File: config.mk
export PLATFORM = sky130hd
export DESIGN_NAME = serial_add_ctrl
export DESIGN_NICKNAME = d
export VERILOG_FILES = /design/src/rtl/serial_add_pkg.sv /design/src/rtl/serial_add_ctrl_fa_cell.sv /design/src/rtl/serial_add_ctrl.sv
export SDC_FILE = /design/constraint.sdc
export NUM_CORES = 1
export LEC_CHECK = 0
export ABC_AREA = 1
export CORE_AREA = 3 3 62 69
export CTS_BUF_LIST = sky130_fd_sc_hd__clkbuf_2
export DETAILED_ROUTE_END_ITERATION = 16
export DIE_AREA = 0 0 65 72
export PLACE_DENSITY_LB_ADDON = 0.05
export SLEW_MARGIN = 15
export SYNTH_ARGS = -nofsm -noshare
export SYNTH_HDL_FRONTEND = slang
export SYNTH_HIERARCHICAL = 1
export SYNTH_SLANG_ARGS = --single-unit
File: constraint.sdc
create_clock -name clk -period 1.5 [get_ports clk]
set_input_delay 0.3 -clock clk [delete_from_list [all_inputs] [get_ports clk]]
set_output_delay 0.3 -clock clk [all_outputs]
set_load 0.05 [all_outputs]
File: src/rtl/serial_add_pkg.sv
// serial_add_pkg: shared state encoding and sizing helpers for the bit-serial adder
package serial_add_pkg;

    typedef enum logic [1:0] {
        IDLE = 2'd0,
        RUN  = 2'd1,
        DONE = 2'd2
    } state_t;

    localparam int MIN_WIDTH = 2;
    localparam int MAX_WIDTH = 32;

    // Bit-counter width: enough to index WIDTH-1, never less than one bit
    function automatic int cnt_width(input int w);
        return (w < 2) ? 1 : $clog2(w);
    endfunction

endpackage

File: src/rtl/serial_add_ctrl_fa_cell.sv
// fa_cell: one-bit full adder reused by the serial adder on every RUN cycle
module fa_cell (
    input  logic x,
    input  logic y,
    input  logic ci,
    output logic s,
    output logic co
);

    assign s  = x ^ y ^ ci;
    assign co = (x & y) | (ci & (x ^ y));

endmodule

File: src/rtl/serial_add_ctrl.sv
// serial_add_ctrl: LSB-first bit-serial adder, one full-adder step per RUN cycle.
// Optional signed-overflow output enabled by defining SERIAL_ADD_OVF_EN.
import serial_add_pkg::*;

module serial_add_ctrl #(
    parameter int WIDTH = 8
) (
    input  logic             clk,
    input  logic             rst_n,
    input  logic             start,
    input  logic [WIDTH-1:0] a,
    input  logic [WIDTH-1:0] b,
    input  logic             cin,
    output logic             busy,
    output logic             done,
    output logic [WIDTH-1:0] sum,
    output logic             cout
`ifdef SERIAL_ADD_OVF_EN
    ,
    output logic             ovf
`endif
);

    localparam int CW = cnt_width(WIDTH);

    state_t          state, next_state;
    logic [WIDTH-1:0] sh_a, sh_b;
    logic [WIDTH-2:0] psum;
    logic [WIDTH-1:0] psum_next;
    logic             carry;
    logic [CW-1:0]    cnt;
    logic             fa_s, fa_co;
    logic             accept, last;

    assign accept    = (state == IDLE) && start;
    assign last      = (state == RUN) && (cnt == CW'(WIDTH - 1));
    // The sum bit of this step lands in the MSB; the oldest bit falls out at [0]
    assign psum_next = {fa_s, psum};

    fa_cell u_fa (
        .x  (sh_a[0]),
        .y  (sh_b[0]),
        .ci (carry),
        .s  (fa_s),
        .co (fa_co)
    );

    // State register
    always_ff @(posedge clk or negedge rst_n) begin
        if (!rst_n) state <= IDLE;
        else        state <= next_state;
    end

    // Next-state: IDLE waits for start, RUN lasts WIDTH cycles, DONE lasts one
    always_comb begin
        next_state = state;
        case (state)
            IDLE:    next_state = start ? RUN : IDLE;
            RUN:     next_state = last ? DONE : RUN;
            DONE:    next_state = IDLE;
            default: next_state = IDLE;
        endcase
    end

    // Status outputs decoded from the state
    always_comb begin
        busy = (state != IDLE);
        done = (state == DONE);
    end

    // Operand shift registers, carry, partial sum and bit counter
    always_ff @(posedge clk or negedge rst_n) begin
        if (!rst_n) begin
            sh_a  <= '0;
            sh_b  <= '0;
            psum  <= '0;
            carry <= 1'b0;
            cnt   <= '0;
        end else if (accept) begin
            sh_a  <= a;
            sh_b  <= b;
            psum  <= '0;
            carry <= cin;
            cnt   <= '0;
        end else if (state == RUN) begin
            sh_a  <= sh_a >> 1;
            sh_b  <= sh_b >> 1;
            psum  <= psum_next[WIDTH-1:1];
            carry <= fa_co;
            cnt   <= last ? cnt : cnt + 1'b1;
        end
    end

    // Result registers load only on the final RUN step so partial sums never show
    always_ff @(posedge clk or negedge rst_n) begin
        if (!rst_n) begin
            sum  <= '0;
            cout <= 1'b0;
        end else if (last) begin
            sum  <= psum_next;
            cout <= fa_co;
        end
    end

`ifdef SERIAL_ADD_OVF_EN
    // On the last step the carry register holds the carry into the MSB
    always_ff @(posedge clk or negedge rst_n) begin
        if (!rst_n)    ovf <= 1'b0;
        else if (last) ovf <= carry ^ fa_co;
    end
`endif

endmodule
## Word level (Yosys, flattened, before mapping)

Cells that the tools add are included.

- Flip-flop bits (word level): 38
- Logic and storage cells: 38
- Input bits: 20
- Output and inout bits: 11

- Equal/unequal tests: 4
- Mux-type cells: 14
- Reduce and logical (&&, ||, !) cells: 6
- Add/subtract/negate cells: 1
- Bitwise logic cells: 5

Operators by type and width:

| operator | number |
|---|---|
| $mux W8 | 4 |
| $mux W7 | 2 |
| $mux W3 | 3 |
| $pmux W2 S2 | 1 |
| $reduce_bool A2 Y1 | 2 |
| $add A3 B1 Y3 const B | 1 |
| $eq A3 B3 Y1 const B | 1 |
| $mux W1 | 3 |
| $and A1 B1 Y1 | 2 |
| $eq A2 B1 Y1 const B | 1 |
| $eq A2 B2 Y1 const B | 1 |
| $logic_and A1 B1 Y1 | 2 |
| $logic_not A2 Y1 | 1 |
| $mux W2 | 1 |
| $ne A2 B2 Y1 const B | 1 |
| $reduce_and A2 Y1 | 1 |
| $xor A1 B1 Y1 | 2 |
| $or A1 B1 Y1 | 1 |

## Longest topological paths before layout

- Depth after elaboration: 5
- Mapped depth: 7
- Gate-level depth less buffers: 6

## By module

The synthesis kept the hierarchy.

Modules (own cells, without submodules):

| module | cells each | times used | seq. area each (sq um) | area each (sq um) |
|---|---|---|---|---|
| serial_add_ctrl | 203 | 1 | 950.9 | 1776.7 |
| fa_cell | 1 | 1 | 0.0 | 20.0 |

## Worst setup path after synthesis

OpenSTA, ideal clock, no wires.

- Path type: register to output
- From: reg state[1]
- To: out done
- Buffers on the path: 1
- Arrival time: 1.348 ns
- Cell stages (with the launch flop): 4
- Setup slack: -0.148 ns
- Required time: 1.200 ns
- Cells stage by stage: dfrtp_1 > inv_2 > buf_2 > nor2_1

- Longest elaborated chain between the ends: 1

Ends and longest elaborated chain:

| element | line | source |
|---|---|---|
| start: declaration | serial_add_ctrl.sv:26 | `state_t state, next_state;` |
| start signal: assignment | serial_add_ctrl.sv:51 | `else state <= next_state;` |
| $eq A2 B2 Y1 | serial_add_ctrl.sv:68 | `done = (state == DONE);` |
| end: declaration | serial_add_ctrl.sv:15 | `output logic done,` |

No other way between the ends.

## Worst setup path in the final report

- From: reg state[0]
- To: out busy

- Longest elaborated chain between the ends: 1

Ends and longest elaborated chain:

| element | line | source |
|---|---|---|
| $reduce_bool A2 Y1 | serial_add_ctrl.sv:67 | `busy = (state != IDLE);` |
| end: declaration | serial_add_ctrl.sv:14 | `output logic busy,` |

No other way between the ends.

==> metrics.log <==
[metrics] post-synthesis share of cell area spent on and, or, nand and nor gates: 0.3196
[metrics] insertion delay to the later sink of the worst-skew pair: 0.39 ns
[metrics] Synth Register Bits: 38
[metrics] average wire length per cell after detail routing: 12.64 microns
[metrics] hpwl dp: 2.631 mm
[metrics] compound-gate portion of the synthesized area: 0.05850
[metrics] Min Clock Period, post-route: 1.517 ns
[metrics] cell depth of the worst flop-to-flop path: 6
[metrics] setup repair after global routing missed its margin: yes
[metrics] number of ports placed on the die boundary: 31
[metrics] global-route wire length before repair: 6.665 mm
[metrics] Yosys warning total: 6
[metrics] share of synthesized area spent on multiplexers: 0
[metrics] global-route usage over all layers: 0.1833
[metrics] number of max-cap violations: 0
[metrics] number of antenna violations at the first check in global routing: 0
[metrics] crit path setup slack, layout: -0.01739 ns
[metrics] transition at the pin with the smallest max-transition slack: 0.2017 ns
[metrics] placeable core region: 0.003655 sq mm
[metrics] data arrival time of the worst path: 1.22 ns
[metrics] overall via count from detail_route: 1,470
[metrics] proportion of synthesized chip area in sequential cells: 0.5292
[metrics] Final ANT Viol Nets: 0
[metrics] Bufs and invs on worst path: 2
[metrics] final wirelength: 3.740 mm
[metrics] Placement Cell Area: 0.002308 sq mm
[metrics] height of the die: 72 microns
[metrics] post-placement setup slack: 0.07131 ns
[metrics] number of distinct standard cells referenced by the synthesized netlist: 19
[metrics] tightest slew margin relative to the limit: 0.8650
[metrics] cell row count: 23
[metrics] Startpoint Class: flip-flop
[metrics] Total Negative Setup Slacks: -0.01739 ns
[metrics] mean cell area of the mapped netlist: 8.807 sq um
[metrics] maximum fanout along the worst path: 3
[metrics] final net count: 268
[metrics] post-route cell area: 0.002396 sq mm
[metrics] power density normalized to cell area: 2075 mW/mm^2
[metrics] synthesized net count: 227
[metrics] Worst EP required: 1.20 ns
[metrics] Lkg Pwr: 0.001186 uW
[metrics] class of the tightest hold or removal check: primary input to async pin
[metrics] cell-by-cell trace of the critical path: nor2_4 -> inv_2 -> buf_6
[metrics] Final Non-Filler Cells: 296
[metrics] sort of element at the end of the critical path: output port
[metrics] growth of design area from synthesis to finish: 33.36%
[metrics] library cell used as clock root buffer: sky130_fd_sc_hd__clkbuf_2
[metrics] number of cells on the critical path: 3
[metrics] run status: finished, violations left
[metrics] routability-driven placement congestion ratio: 0.7901
[metrics] diodes inserted: 0
[metrics] # clock sinks: 38
[metrics] Die Wd: 65 microns
[metrics] post-synthesis cell area: 0.001797 sq mm
[metrics] peak clock frequency supported by timing: 659.0 MHz
[metrics] combinational family with the most area after synthesis: simple AND/OR/NAND/NOR gates
[metrics] fraction of layout cells with a size suffix above 1: 0.2033
[metrics] Slowest Stage Delay on Critical Path: 0.49 ns
[metrics] Cells after Synth: 204
[metrics] pin count of the biggest net entering global routing: 39
[metrics] kind of cell adding the most delay to the critical path: flip-flops
[metrics] DRC violations left: 0
[metrics] number of design-rule violations left by the first detailed-router iteration: 49
[metrics] xor and xnor fraction of the mapped netlist area: 0
[metrics] worst supply voltage drop on vdd: 0.0007305 V
[metrics] Placed Cells: 284
[metrics] number of setup violations in the final report: 1
[metrics] arithmetic-cell share of the synthesized area counting full adders, half adders and majority gates: 0.02507
[metrics] number of levels the H-tree was split into: 2
[metrics] final standard cell utilization of the core: 0.6556
[metrics] DIE AREA: 0.004680 sq mm
[metrics] TritonCTS clock tree: done
[metrics] worst-path cell with the longest stage delay: sky130_fd_sc_hd__dfrtp_2
[metrics] hold violation total from the final report: 0
[metrics] CTS max path bufs: 2
[metrics] aggregate global routing overflow: 0
[metrics] Setup CP Type: flip-flop to output port
[metrics] number of clock buffers inserted by TritonCTS: 5
[metrics] clock slew seen by the registers of the worst setup and hold paths: 0.19 ns
[metrics] number of port buffers: 30
[metrics] number of iterations in the first detailed-routing pass: 4
[metrics] routed vias/inst: 4.966
[metrics] Hold Buf Count CTS: 0
[metrics] max-slew violations: 0
[metrics] number of global-route vias before repair: 1,557
[metrics] clk_skew: 0.005158 ns
[metrics] failing checks: setup timing
[metrics] starting density of the core: 0.4916
[metrics] part of the cycle the worst path needs: 1.012
==> worst register-to-register path: cells and delay by family, from the launching register on <==
family / cells / cell delay, ns
buf+inv: 3 / 0.55
flops: 1 / 0.49
compound gates: 1 / 0.19
simple gates: 2 / 0.14
==> Yosys cell counts (all sizes together) <==
| master | count | area [sq um] |
|---|---|---|
| buf | 10 | 76.32 |
| o21ai | 15 | 105.1 |
| nor2 | 4 | 30.03 |
| nand2 | 85 | 329.1 |
| inv | 11 | 41.29 |
| ha | 2 | 25.02 |
| dfrtp | 38 | 950.9 |
| clkinv | 1 | 3.750 |
| nand3 | 25 | 125.1 |
| nand3b | 12 | 90.09 |
| fa | 1 | 20.02 |
==> repair_timing <==
item | 4_1_cts | 5_1_grt
gates resized for setup | 7 | 0
pin swaps | 1 | 0
endpoints found under the setup margin | 2 | 2
endpoints found under the hold margin | 0 | 0
buffers inserted | 4 | 0
==> power by group <==
group / switching, uW / total [uW] / internal [uW]
combinational: 1480 / 2680 / 1190
clock: 345 / 451 / 106
sequential: 356 / 1840 / 1490
==> per-layer routing <==
metal  global-route usage  vias up  part of all wire
li1                     -      731                 -
met1               0.2077      690              0.41
met2               0.3284       37              0.51
met3              0.03251       12             0.055
met4              0.09390        0             0.020
met5                    0        -                 0
==> state kept, by name (all words and copies together) (netlist names) <==
register,cells
carry,1
cnt,3
sh_b,8
sh_a,8
sum,8
cout,1
psum,7
state,2
==> cells by family after synthesis <==
kind of cell | Yosys count
compound gates | 15
fa+ha+maj | 3
simple gates | 126
flops | 38
buf+inv | 22
==> final cells by class <==
type	instances	area [sq um]
multi-input cells	144	732.0
flip-flops and latches	38	953.4
inverters	12	50.05
fillers	327	1259
repair buffers	44	556.8
clock buffers	5	25.02
clock inverters	3	16.27
well taps	50	62.56
==> layout by cell type, fill, tap and decap left out, drive strengths merged <==
master	n
clkbuf	5
clkinv	3
nand2	85
nand3b	12
ha	2
dfrtp	38
clkdlybuf4s50	19
o21ai	15
nor2	4
fa	1
clkinvlp	1
nand3	25
inv	11
buf	25
==> metrics by stage <==
stage,hold slack [ns],total power [uW]
6_report,0.2399,4972
5_1_grt,0.2127,5373
4_1_cts,0.2332,5015
3_5_place_dp,0.4669,4478
3_3_place_gp,0.4593,4378
2_1_floorplan,0.004409,3402
==> path summary, 6_finish.rpt <==
check                          from        to  slack (ns)
max                        state[0]      busy       -0.02
min                           rst_n     carry        0.24
max reg2reg                state[0]   sh_a[4]        0.09
min reg2reg                 sh_b[1]   sh_b[1]        0.51
max in group asynchronous     rst_n  state[0]        1.06
min in group clk               b[7]   sh_b[7]        0.44
Power figures use the tool's default switching activity.
